`config.mk`:
```
export PLATFORM = sky130hd
export DESIGN_NAME = serial_uart_bridge
export DESIGN_NICKNAME = d
export VERILOG_FILES = /design/src/rtl/serial_uart_bridge.sv
export SDC_FILE = /design/constraint.sdc
export NUM_CORES = 1
export LEC_CHECK = 0
export CAP_MARGIN = 20
export CORE_MARGIN = 2
export CORE_UTILIZATION = 55
export CTS_CLUSTER_SIZE = 20
export DETAILED_ROUTE_END_ITERATION = 12
export GPL_TIMING_DRIVEN = 0
export MAX_ROUTING_LAYER = met4
export PLACE_DENSITY = 0.72
export SLEW_MARGIN = 10
export SYNTH_ARGS = -nofsm -noshare
export SYNTH_HDL_FRONTEND = slang
export SYNTH_SLANG_ARGS = --single-unit
```
`constraint.sdc`:
```
create_clock -name clock -period 3.55 [get_ports clock]
set_input_delay 0.8875 -clock clock [delete_from_list [all_inputs] [get_ports clock]]
set_output_delay 0.8875 -clock clock [all_outputs]
set_load 0.01 [all_outputs]
```
`src/rtl/serial_uart_bridge.sv`:
```
// ---------------------------------------------------------------------------
// serial_uart_bridge
//  Connects the processor's serial port to an 8N1 UART line. Bytes written by
//  the CPU are queued in a small TX FIFO and shifted out LSB first. Incoming
//  frames are deserialised into a one-byte holding register for the CPU.
//
//  Parameters
//   CLKS_PER_BIT   clock cycles per UART bit (>= 4)
//   TX_FIFO_DEPTH  TX FIFO entries (power of 2, >= 2)
//
//  Ports
//   clock, reset       system clock; asynchronous active-high reset
//   uart_rx_in         serial line in (asynchronous, idles high)
//   uart_tx_out        serial line out (registered, idles high)
//   tx_data_in/wren_in byte push into the TX FIFO
//   tx_ready_out       TX FIFO not full
//   rx_data_out        last received byte
//   rx_valid_out       rx_data_out holds an unread byte
//   rx_rden_in         CPU consumed rx_data_out
//   rx_overrun_out     sticky: a received byte was dropped
//   rx_frame_err_out   one-cycle pulse: stop bit sampled low
//
//  Build option
//   SERIAL_LOOPBACK_EN  when defined the receiver listens to the internal
//                       transmit line; uart_tx_out is held high and
//                       uart_rx_in is ignored.
// ---------------------------------------------------------------------------
module serial_uart_bridge #(
   parameter int CLKS_PER_BIT  = 868,
   parameter int TX_FIFO_DEPTH = 16
) (
   input  logic       clock,
   input  logic       reset,
   input  logic       uart_rx_in,
   output logic       uart_tx_out,
   input  logic [7:0] tx_data_in,
   input  logic       tx_wren_in,
   output logic       tx_ready_out,
   output logic [7:0] rx_data_out,
   output logic       rx_valid_out,
   input  logic       rx_rden_in,
   output logic       rx_overrun_out,
   output logic       rx_frame_err_out
);

   localparam int AW = $clog2(TX_FIFO_DEPTH);
   localparam int CW = $clog2(CLKS_PER_BIT);
   localparam logic [CW-1:0] BIT_LAST  = CW'(CLKS_PER_BIT - 1);
   localparam logic [CW-1:0] HALF_LAST = CW'(CLKS_PER_BIT / 2 - 1);
   localparam logic [AW:0]   FULL_CNT  = (AW + 1)'(TX_FIFO_DEPTH);

   typedef enum logic [1:0] {TX_IDLE, TX_START, TX_DATA, TX_STOP} tx_state_t;
   typedef enum logic [1:0] {RX_IDLE, RX_START, RX_DATA, RX_STOP} rx_state_t;

   // ---------------- TX FIFO ----------------
   logic [7:0]    fifo_mem [TX_FIFO_DEPTH];
   logic [AW-1:0] wr_ptr_reg, rd_ptr_reg;
   logic [AW:0]   count_reg;
   logic          push, pop;
   tx_state_t     tx_state_reg;

   // Full check uses the registered count, so a same-cycle pop never frees room.
   assign tx_ready_out = (count_reg != FULL_CNT);
   assign push         = tx_wren_in && tx_ready_out;
   // Pop decision uses the registered count: a push into an empty FIFO waits a cycle.
   assign pop          = (tx_state_reg == TX_IDLE) && (count_reg != '0);

   always_ff @(posedge clock) begin
      if (push) fifo_mem[wr_ptr_reg] <= tx_data_in;
   end

   always_ff @(posedge clock or posedge reset) begin
      if (reset) begin
         wr_ptr_reg <= '0;
         rd_ptr_reg <= '0;
         count_reg  <= '0;
      end else begin
         if (push) wr_ptr_reg <= wr_ptr_reg + AW'(1);
         if (pop)  rd_ptr_reg <= rd_ptr_reg + AW'(1);
         case ({push, pop})
            2'b10:   count_reg <= count_reg + (AW + 1)'(1);
            2'b01:   count_reg <= count_reg - (AW + 1)'(1);
            default: count_reg <= count_reg;
         endcase
      end
   end

   // ---------------- TX shifter ----------------
   logic [CW-1:0] tx_cnt_reg;
   logic [2:0]    tx_bit_reg;
   logic [7:0]    tx_shift_reg;
   logic          tx_line_reg;

   always_ff @(posedge clock or posedge reset) begin
      if (reset) begin
         tx_state_reg <= TX_IDLE;
         tx_cnt_reg   <= '0;
         tx_bit_reg   <= '0;
         tx_shift_reg <= '0;
         tx_line_reg  <= 1'b1;
      end else begin
         case (tx_state_reg)
            TX_IDLE: begin
               if (pop) begin
                  tx_shift_reg <= fifo_mem[rd_ptr_reg];
                  tx_line_reg  <= 1'b0;
                  tx_cnt_reg   <= '0;
                  tx_state_reg <= TX_START;
               end
            end
            TX_START: begin
               if (tx_cnt_reg == BIT_LAST) begin
                  tx_cnt_reg   <= '0;
                  tx_bit_reg   <= '0;
                  tx_line_reg  <= tx_shift_reg[0];
                  tx_state_reg <= TX_DATA;
               end else begin
                  tx_cnt_reg <= tx_cnt_reg + CW'(1);
               end
            end
            TX_DATA: begin
               if (tx_cnt_reg == BIT_LAST) begin
                  tx_cnt_reg <= '0;
                  if (tx_bit_reg == 3'd7) begin
                     tx_line_reg  <= 1'b1;
                     tx_state_reg <= TX_STOP;
                  end else begin
                     // Line already shows bit 0 of the shifter; present the next one.
                     tx_line_reg  <= tx_shift_reg[1];
                     tx_shift_reg <= {1'b0, tx_shift_reg[7:1]};
                     tx_bit_reg   <= tx_bit_reg + 3'd1;
                  end
               end else begin
                  tx_cnt_reg <= tx_cnt_reg + CW'(1);
               end
            end
            default: begin
               if (tx_cnt_reg == BIT_LAST) begin
                  tx_cnt_reg   <= '0;
                  tx_state_reg <= TX_IDLE;
               end else begin
                  tx_cnt_reg <= tx_cnt_reg + CW'(1);
               end
            end
         endcase
      end
   end

   // ---------------- Line routing ----------------
   logic rx_line;
`ifdef SERIAL_LOOPBACK_EN
   logic unused_rx_in;
   assign unused_rx_in = uart_rx_in;
   assign uart_tx_out  = 1'b1;
   assign rx_line      = tx_line_reg;
`else
   assign uart_tx_out  = tx_line_reg;
   assign rx_line      = uart_rx_in;
`endif

   // ---------------- RX ----------------
   rx_state_t     rx_state_reg;
   logic          rx_sync1_reg, rx_sync2_reg, rx_prev_reg;
   logic [CW-1:0] rx_cnt_reg;
   logic [2:0]    rx_bit_reg;
   logic [7:0]    rx_shift_reg, rx_data_reg;
   logic          rx_valid_reg, rx_overrun_reg, rx_ferr_reg;
   logic          rx_done;

   assign rx_done = (rx_state_reg == RX_STOP) && (rx_cnt_reg == BIT_LAST) && rx_sync2_reg;

   always_ff @(posedge clock or posedge reset) begin
      if (reset) begin
         rx_state_reg   <= RX_IDLE;
         rx_sync1_reg   <= 1'b1;
         rx_sync2_reg   <= 1'b1;
         rx_prev_reg    <= 1'b1;
         rx_cnt_reg     <= '0;
         rx_bit_reg     <= '0;
         rx_shift_reg   <= '0;
         rx_data_reg    <= '0;
         rx_valid_reg   <= 1'b0;
         rx_overrun_reg <= 1'b0;
         rx_ferr_reg    <= 1'b0;
      end else begin
         rx_sync1_reg <= rx_line;
         rx_sync2_reg <= rx_sync1_reg;
         rx_prev_reg  <= rx_sync2_reg;
         rx_ferr_reg  <= 1'b0;
         case (rx_state_reg)
            RX_IDLE: begin
               // Start only on a high-to-low transition, so a line stuck low
               // after a framing error is not taken as a new start bit.
               if (!rx_sync2_reg && rx_prev_reg) begin
                  rx_cnt_reg   <= '0;
                  rx_state_reg <= RX_START;
               end
            end
            RX_START: begin
               if (rx_cnt_reg == HALF_LAST) begin
                  rx_cnt_reg   <= '0;
                  rx_bit_reg   <= '0;
                  rx_state_reg <= rx_sync2_reg ? RX_IDLE : RX_DATA;
               end else begin
                  rx_cnt_reg <= rx_cnt_reg + CW'(1);
               end
            end
            RX_DATA: begin
               if (rx_cnt_reg == BIT_LAST) begin
                  rx_cnt_reg   <= '0;
                  rx_shift_reg <= {rx_sync2_reg, rx_shift_reg[7:1]};
                  if (rx_bit_reg == 3'd7) rx_state_reg <= RX_STOP;
                  else                    rx_bit_reg   <= rx_bit_reg + 3'd1;
               end else begin
                  rx_cnt_reg <= rx_cnt_reg + CW'(1);
               end
            end
            default: begin
               if (rx_cnt_reg == BIT_LAST) begin
                  rx_cnt_reg   <= '0;
                  rx_state_reg <= RX_IDLE;
                  if (!rx_sync2_reg) rx_ferr_reg <= 1'b1;
               end else begin
                  rx_cnt_reg <= rx_cnt_reg + CW'(1);
               end
            end
         endcase

         // Holding register: a read and a completed byte in the same cycle
         // behave as "consume old, load new".
         if (rx_rden_in) begin
            rx_valid_reg   <= 1'b0;
            rx_overrun_reg <= 1'b0;
         end
         if (rx_done) begin
            if (rx_valid_reg && !rx_rden_in) begin
               rx_overrun_reg <= 1'b1;
            end else begin
               rx_data_reg  <= rx_shift_reg;
               rx_valid_reg <= 1'b1;
            end
         end
      end
   end

   assign rx_data_out      = rx_data_reg;
   assign rx_valid_out     = rx_valid_reg;
   assign rx_overrun_out   = rx_overrun_reg;
   assign rx_frame_err_out = rx_ferr_reg;

endmodule

```
# Yosys cells after proc, flatten, opt, wreduce, memory -nomap -nowiden
# Memory sizes are Yosys's and may differ from the RTL's.
# Cells that the tools add are included.
# op_classes
n_addsub	8
n_eq_ne	23
mux	49
bitwise_logic	1
n_reduce_logical	27
# op_table
cell	count
$mux W10	6
$mux W8	3
$mux W2	11
$add A10 B1 Y10 const B	2
$eq A10 B10 Y1 const B	2
$ne A2 B2 Y1 const B	10
$pmux W10 S2	1
$mux W3	6
$pmux W8 S2	1
$reduce_and A4 Y1	4
$mux W1	15
$pmux W2 S3	2
$pmux W3 S2	2
$eq A10 B9 Y1 const B	1
$pmux W5 S2	1
$reduce_and A5 Y1	2
$reduce_bool A2 Y1	5
$add A4 B1 Y4 const B	2
$eq A2 B2 Y1 const B	4
$add A3 B1 Y3 const B	2
$eq A2 B1 Y1 const B	3
$eq A3 B3 Y1 const B	2
$logic_and A1 B1 Y1	6
$reduce_bool A3 Y1	2
other kinds (10)	13
# totals
reg_bits	74
ram_bits	128
word_cells	128
memories	1
# memory_table
memory	words	word_bits	rd	rd_clocked_by_memory_dff	write_ports	line_no	text
fifo_mem	16	8	1	0	1	56	logic [7:0] fifo_mem [TX_FIFO_DEPTH];

# Longest topological paths before layout
# logic_depth
ltp_word	4
ltp_mapped	15
depth_no_buf	12

# Worst setup path after synthesis
# OpenSTA, ideal clock, no wires.
# synth_timing
path_type	reg-to-reg
start	reg tx_state_reg[0]
end	reg count_reg[4]
setup_ps	79
arrival_time_ps	2772
t_required_ps	3471
path_slack_ps	699
stages_incl_launch_ff	15
synth_period_minus_slack_ps	2851
path_cell_list	dfrtp_1 -> inv_1 -> ha_1 -> clkbuf_1 -> inv_1 -> nor2_1 -> ha_1 -> clkbuf_1 -> xor2_1 -> ha_1 -> o21a_1 -> o21ai_0 -> nand3b_1 -> a21oi_1 -> xor2_1
# synth_between
elab_chain_len	4
word_cells_on_any_way	6
cone_classes	2 x eq/ne; 1 x mux; 3 x reduce/logical
# synth_lines
element	line_no	text
start: declaration	60	tx_state_t tx_state_reg;
start signal: assignment	96	tx_state_reg <= TX_IDLE;
start signal: assignment	108	tx_state_reg <= TX_START;
start signal: assignment	116	tx_state_reg <= TX_DATA;
$logic_not A2 Y1 *	66	assign pop = (tx_state_reg == TX_IDLE) && (count_reg != '0);
$logic_and A1 B1 Y1 *	66	
via pop	59	logic push, pop;
$eq A2 B1 Y1 or $eq A2 B2 Y1 (tied branches)	80	case ({push, pop})
$pmux W5 S2 or $reduce_bool A2 Y1 (tied branches)	-	
end signal: assignment	81	2'b10: count_reg <= count_reg + (AW + 1)'(1);
end signal: assignment	82	2'b01: count_reg <= count_reg - (AW + 1)'(1);
end signal: assignment	83	default: count_reg <= count_reg;
end: declaration	58	logic [AW:0] count_reg;
# Mark *: on every way through the listed nets, which the timed path passes. The rest lies on a longest branch.
# A chain may end at the register's enable or synchronous reset.

# Final worst setup path
# Same ends and word-level chain as after synthesis.

==> metrics.md <==
| Metric | Value |
|---|---|
| Status | `finished, final reports clean` |
| Worst Path Max Fanout | `9` |
| DP HPWL | `11.0 mm` |
| Worst setup EP type | `flop` |
| Port bufs | `25` |
| I/O Pins | `26` |
| Largest net degree at the start of global routing | `52` |
| Die Span Y | `130 um` |
| Core Area | `15300 um2` |
| Gr usage total | `21.2%` |
| Synthesized Nets | `620` |
| Clock skew | `0.0237 ns` |
| Max_slew headroom | `32.4%` |
| Warning count from the yosys run | `0` |
| Reg2Reg Launch Point | `tx_state_reg[0]` |
| Met3 routed WL | `702 um` |
| Antenna violations before repair | `0` |
| Die ar. | `16800 um2` |
| Max Fclk | `310 MHz` |
| Final Power | `7500 uW` |
| Dominant cell type by area after synthesis | `edfxtp_1` |
| Cts bufs inserted | `22` |
| Syn-to-layout area delta | `14.8%` |
| Register-to-Register Path Depth | `14` |
| CP bufs+invs | `4` |
| Share of cells above drive strength 1 | `17.9%` |
| Min-Delay Path Class | `reg2reg` |
| Post-synth EDFFs | `128` |
| Row count | `45` |
| Top-area cell type share of the netlist area | `44.2%` |
| Worst r2r dst | `count_reg[4]` |
| First-pass GRT wire length | `26.6 mm` |
| Final Hold Vio Count | `0` |
| Nets@finish | `672` |
| Min-delay src | `rx_sync1_reg` |
| Main area contributors after synthesis | `edfxtp_1 44%, dfrtp_1 20%, mux4_2 7.8%, ha_1 2.9%, mux2_2 2.6%` |
| Placer congestion estimate | `0.846` |
| Delay-heaviest family, CP | `buffers and inverters` |
| Yosys cell types | `57` |
| Wire length on met2 | `8.25 mm` |
| DR pass1 iterations | `5` |
| FF-to-FF setup slack | `0.33 ns` |
| Met1 WL | `7.00 mm` |
| RSZ-0062 raised after global routing | `no` |
| GRT overflow | `0` |
| Setup TNS | `0 ns` |
| Via Count | `4987` |
| Via-to-Cell Ratio | `5.76` |
| Setup WS pre-CTS | `-0.0411 ns` |
| Actual slew at the worst max-slew pin | `1.00 ns` |
| Max-cap violations | `0` |
| H-Tree Depth | `1` |
| Wire length per cell | `18.7 um` |
| # fillers | `1129` |
| Cells after Synth | `587` |
| Number of flip-flops under the largest register name | `128` |
| Footprint of the multi-input gates | `2800 um2` |
| Register area share after synthesis | `65.6%` |
| Tcrit/Tclk final | `90.8%` |
| Initial Utilization | `56.8%` |
| Async S/R FF share, synth | `36.6%` |
| CP arrival | `3.65 ns` |
| Critical Path RT | `3.97 ns` |
| ANT nets after route | `0` |
| Post-synthesis cell area | `8690 um2` |
| Cell-by-cell trace of the critical path | `inv_1 > ha_1 > clkbuf_1 > inv_1 > nor2_2 > ha_1 > clkbuf_1 > xor2_1 > ha_1 > o21a_1 > o21ai_0 > nand3b_1 > a21oi_1 > xor2_1` |
| Post CTS Setup Buffer Count | `0` |
| CTS Sinks | `202` |
| Slowest CP cell | `dfrtp_1` |
| Final setup vio count | `0` |
| Pwr per Cell Area | `752 nW/um2` |
| Clk slew on worst S/H paths | `0.06 ns` |
| Max VDD drop | `0.485 mV` |
| Max Buffers Root-to-Sink | `3` |
| Die extent in x | `130 um` |
| P_leak | `0.00367 uW` |
| Startpoint types | `flop` |
| Final WS setup | `0.326 ns` |
| Clk Latency, worst-skew pair | `0.52 ns` |
| CTS tree | `yes` |
| CTS root buf | `clkbuf_16` |
| Uppermost routed layer | `met4` |
| Ant. Diodes | `0` |
| Initial DRC Count | `355` |
| Hold depth | `0` |
| Largest stage delay, worst path | `0.40 ns` |
| DRT Wirelength | `16.2 mm` |
| Post-synthesis register bit count | `202` |
| Top FF cell, synth | `edfxtp_1` |
| Synth Area per Inst | `14.8 um2` |
| Residual DRC | `0` |
| Register area | `5700 um2` |
| Vias in the first global route | `5002` |
| WHS Endpoint | `rx_sync2_reg` |
| Final Critical Period | `3.22 ns` |
| Setup CP Type | `reg2reg` |
| Max-slew violations | `0` |
| Final core occ | `65.1%` |
| Cell mode on critical path | `ha_1` |
## where the power goes
part | internal (uW) | total [uW] | switching [uW]
logic | 981 | 2250 | 1270
registers | 2860 | 3060 | 201
clock network | 1300 | 2190 | 891
total | 5140 | 7500 | 2360
## final cells by class
class,instances,area share (%)
Sequential cell,202,57.1
Clock inverter,9,1.03
Multi-Input combinational cell,341,28.1
Timing Repair Buffer,28,2.88
Clock buffer,31,6.16
Inverter,20,0.778
Buffer,24,1.25
Tap cell,211,2.65
## per-layer routing
metal | vias up | GRT usage, %
met1 | 2530 | 29.0
met5 | - | -
met3 | 21 | 3.40
li1 | 2328 | -
met4 | 0 | 5.12
met2 | 108 | 33.9
## worst max-delay path by stage
| stage | end | depth (start not counted) | slack, ns | from |
|---|---|---|---|---|
| floorplan | count_reg[4] | 14 | 0.70 | tx_state_reg[0] |
| global placement | rx_data_out[7] | 2 | -0.43 | reset |
| detailed placement | count_reg[4] | 13 | -0.04 | tx_wren_in |
| CTS | count_reg[4] | 14 | 0.17 | tx_state_reg[0] |
| global route | count_reg[4] | 14 | 0.009 | tx_state_reg[0] |
| finish | count_reg[4] | 14 | 0.33 | tx_state_reg[0] |
## synthesized netlist by cell type, drive strengths merged, types with 4 or more instances
cell type and count:
mux4 30, nand2 31, ha 20, and3 4, nand2b 7, nor3 13
nand3 7, nor2 38, inv 20, edfxtp 128, nand4 5, nand3b 7
dfstp 4, xnor2 7, or3 6, a22oi 15, or2 4, mux2 20
clkbuf 10, mux2i 9, dfrtp 70, xor2 8, a31oi 4, o21ai 36
a21oi 31, nor2b 4, a22o 4, buf 14
## worst register-to-register path, cell delays in order, from the launching register on
cell	delay, ns
dfrtp_1	0.40
inv_1	0.11
ha_1	0.15
clkbuf_1	0.32
inv_1	0.19
nor2_2	0.33
ha_1	0.24
clkbuf_1	0.29
xor2_1	0.12
ha_1	0.24
o21a_1	0.17
o21ai_0	0.15
nand3b_1	0.09
a21oi_1	0.19
xor2_1	0.16
## cells in the final DEF (no fill, tap or decap), types with 3 or more instances in the layout
cell type        netlist  routed
dfrtp_1               70      70
or4_4                  3       3
o21ai_1                4       4
nand2b_1               7       7
ha_1                  20      20
edfxtp_1             128     128
nand3b_1               7       7
a22oi_1               14      14
mux4_2                30      30
mux2i_1                9       9
and3_1                 4       4
o22ai_1                3       3
buf_2                  4       6
mux2_2                20      20
buf_1                  4       4
or3_1                  5       5
inv_1                 20      19
nor3_1                12      10
clkinv_2               0       4
buf_4                  4       4
a31oi_1                4       4
clkbuf_1              10      16
dfstp_2                4       4
and2_1                 3       3
nor2_1                38      37
or2_2                  3       3
a22o_1                 4       4
clkbuf_8               0       3
nand4_1                5       5
a21oi_1               29      29
o21ai_0               32      32
nand3_1                7       7
nand2_1               31      31
nor2b_1                4       4
xor2_1                 8       8
xnor2_1                7       7
a21o_1                 3       3
clkdlybuf4s50_1        0      25
clkbuf_16              0      22
## cell families (layout without fill, tap and decap cells)
logic type                 after synthesis  count (layout)  synth area share [%]
xor gates and xnor gates                15              15                  1.51
muxes                                   59              59                  11.4
adders and majority gates               20              20                  2.88
DFF                                    202             202                  65.6
and+or+nand+nor                        138             138                  8.45
AOI/OAI and AO/OA                      109             109                  7.87
buffers and inverters                   44             112                  2.30
## per-stage QoR
stage	area [um2]	hold slack, ns	cells
2_1_floorplan	8690	0.345	587
3_3_place_gp	9210	0.347	823
3_5_place_dp	9260	0.349	826
4_1_cts	9970	0.357	866
5_1_grt	9980	0.366	866
6_report	9980	0.356	866
## what timing repair did
| action | in CTS | in global routing |
|---|---|---|
| endpoints found under the setup margin | 0 | 1 |
| gates resized for setup | 0 | 1 |
| hold buffers | 0 | 0 |
| hold endpoints to repair | 0 | 0 |
No activity file was read; power rests on OpenSTA's default activity.
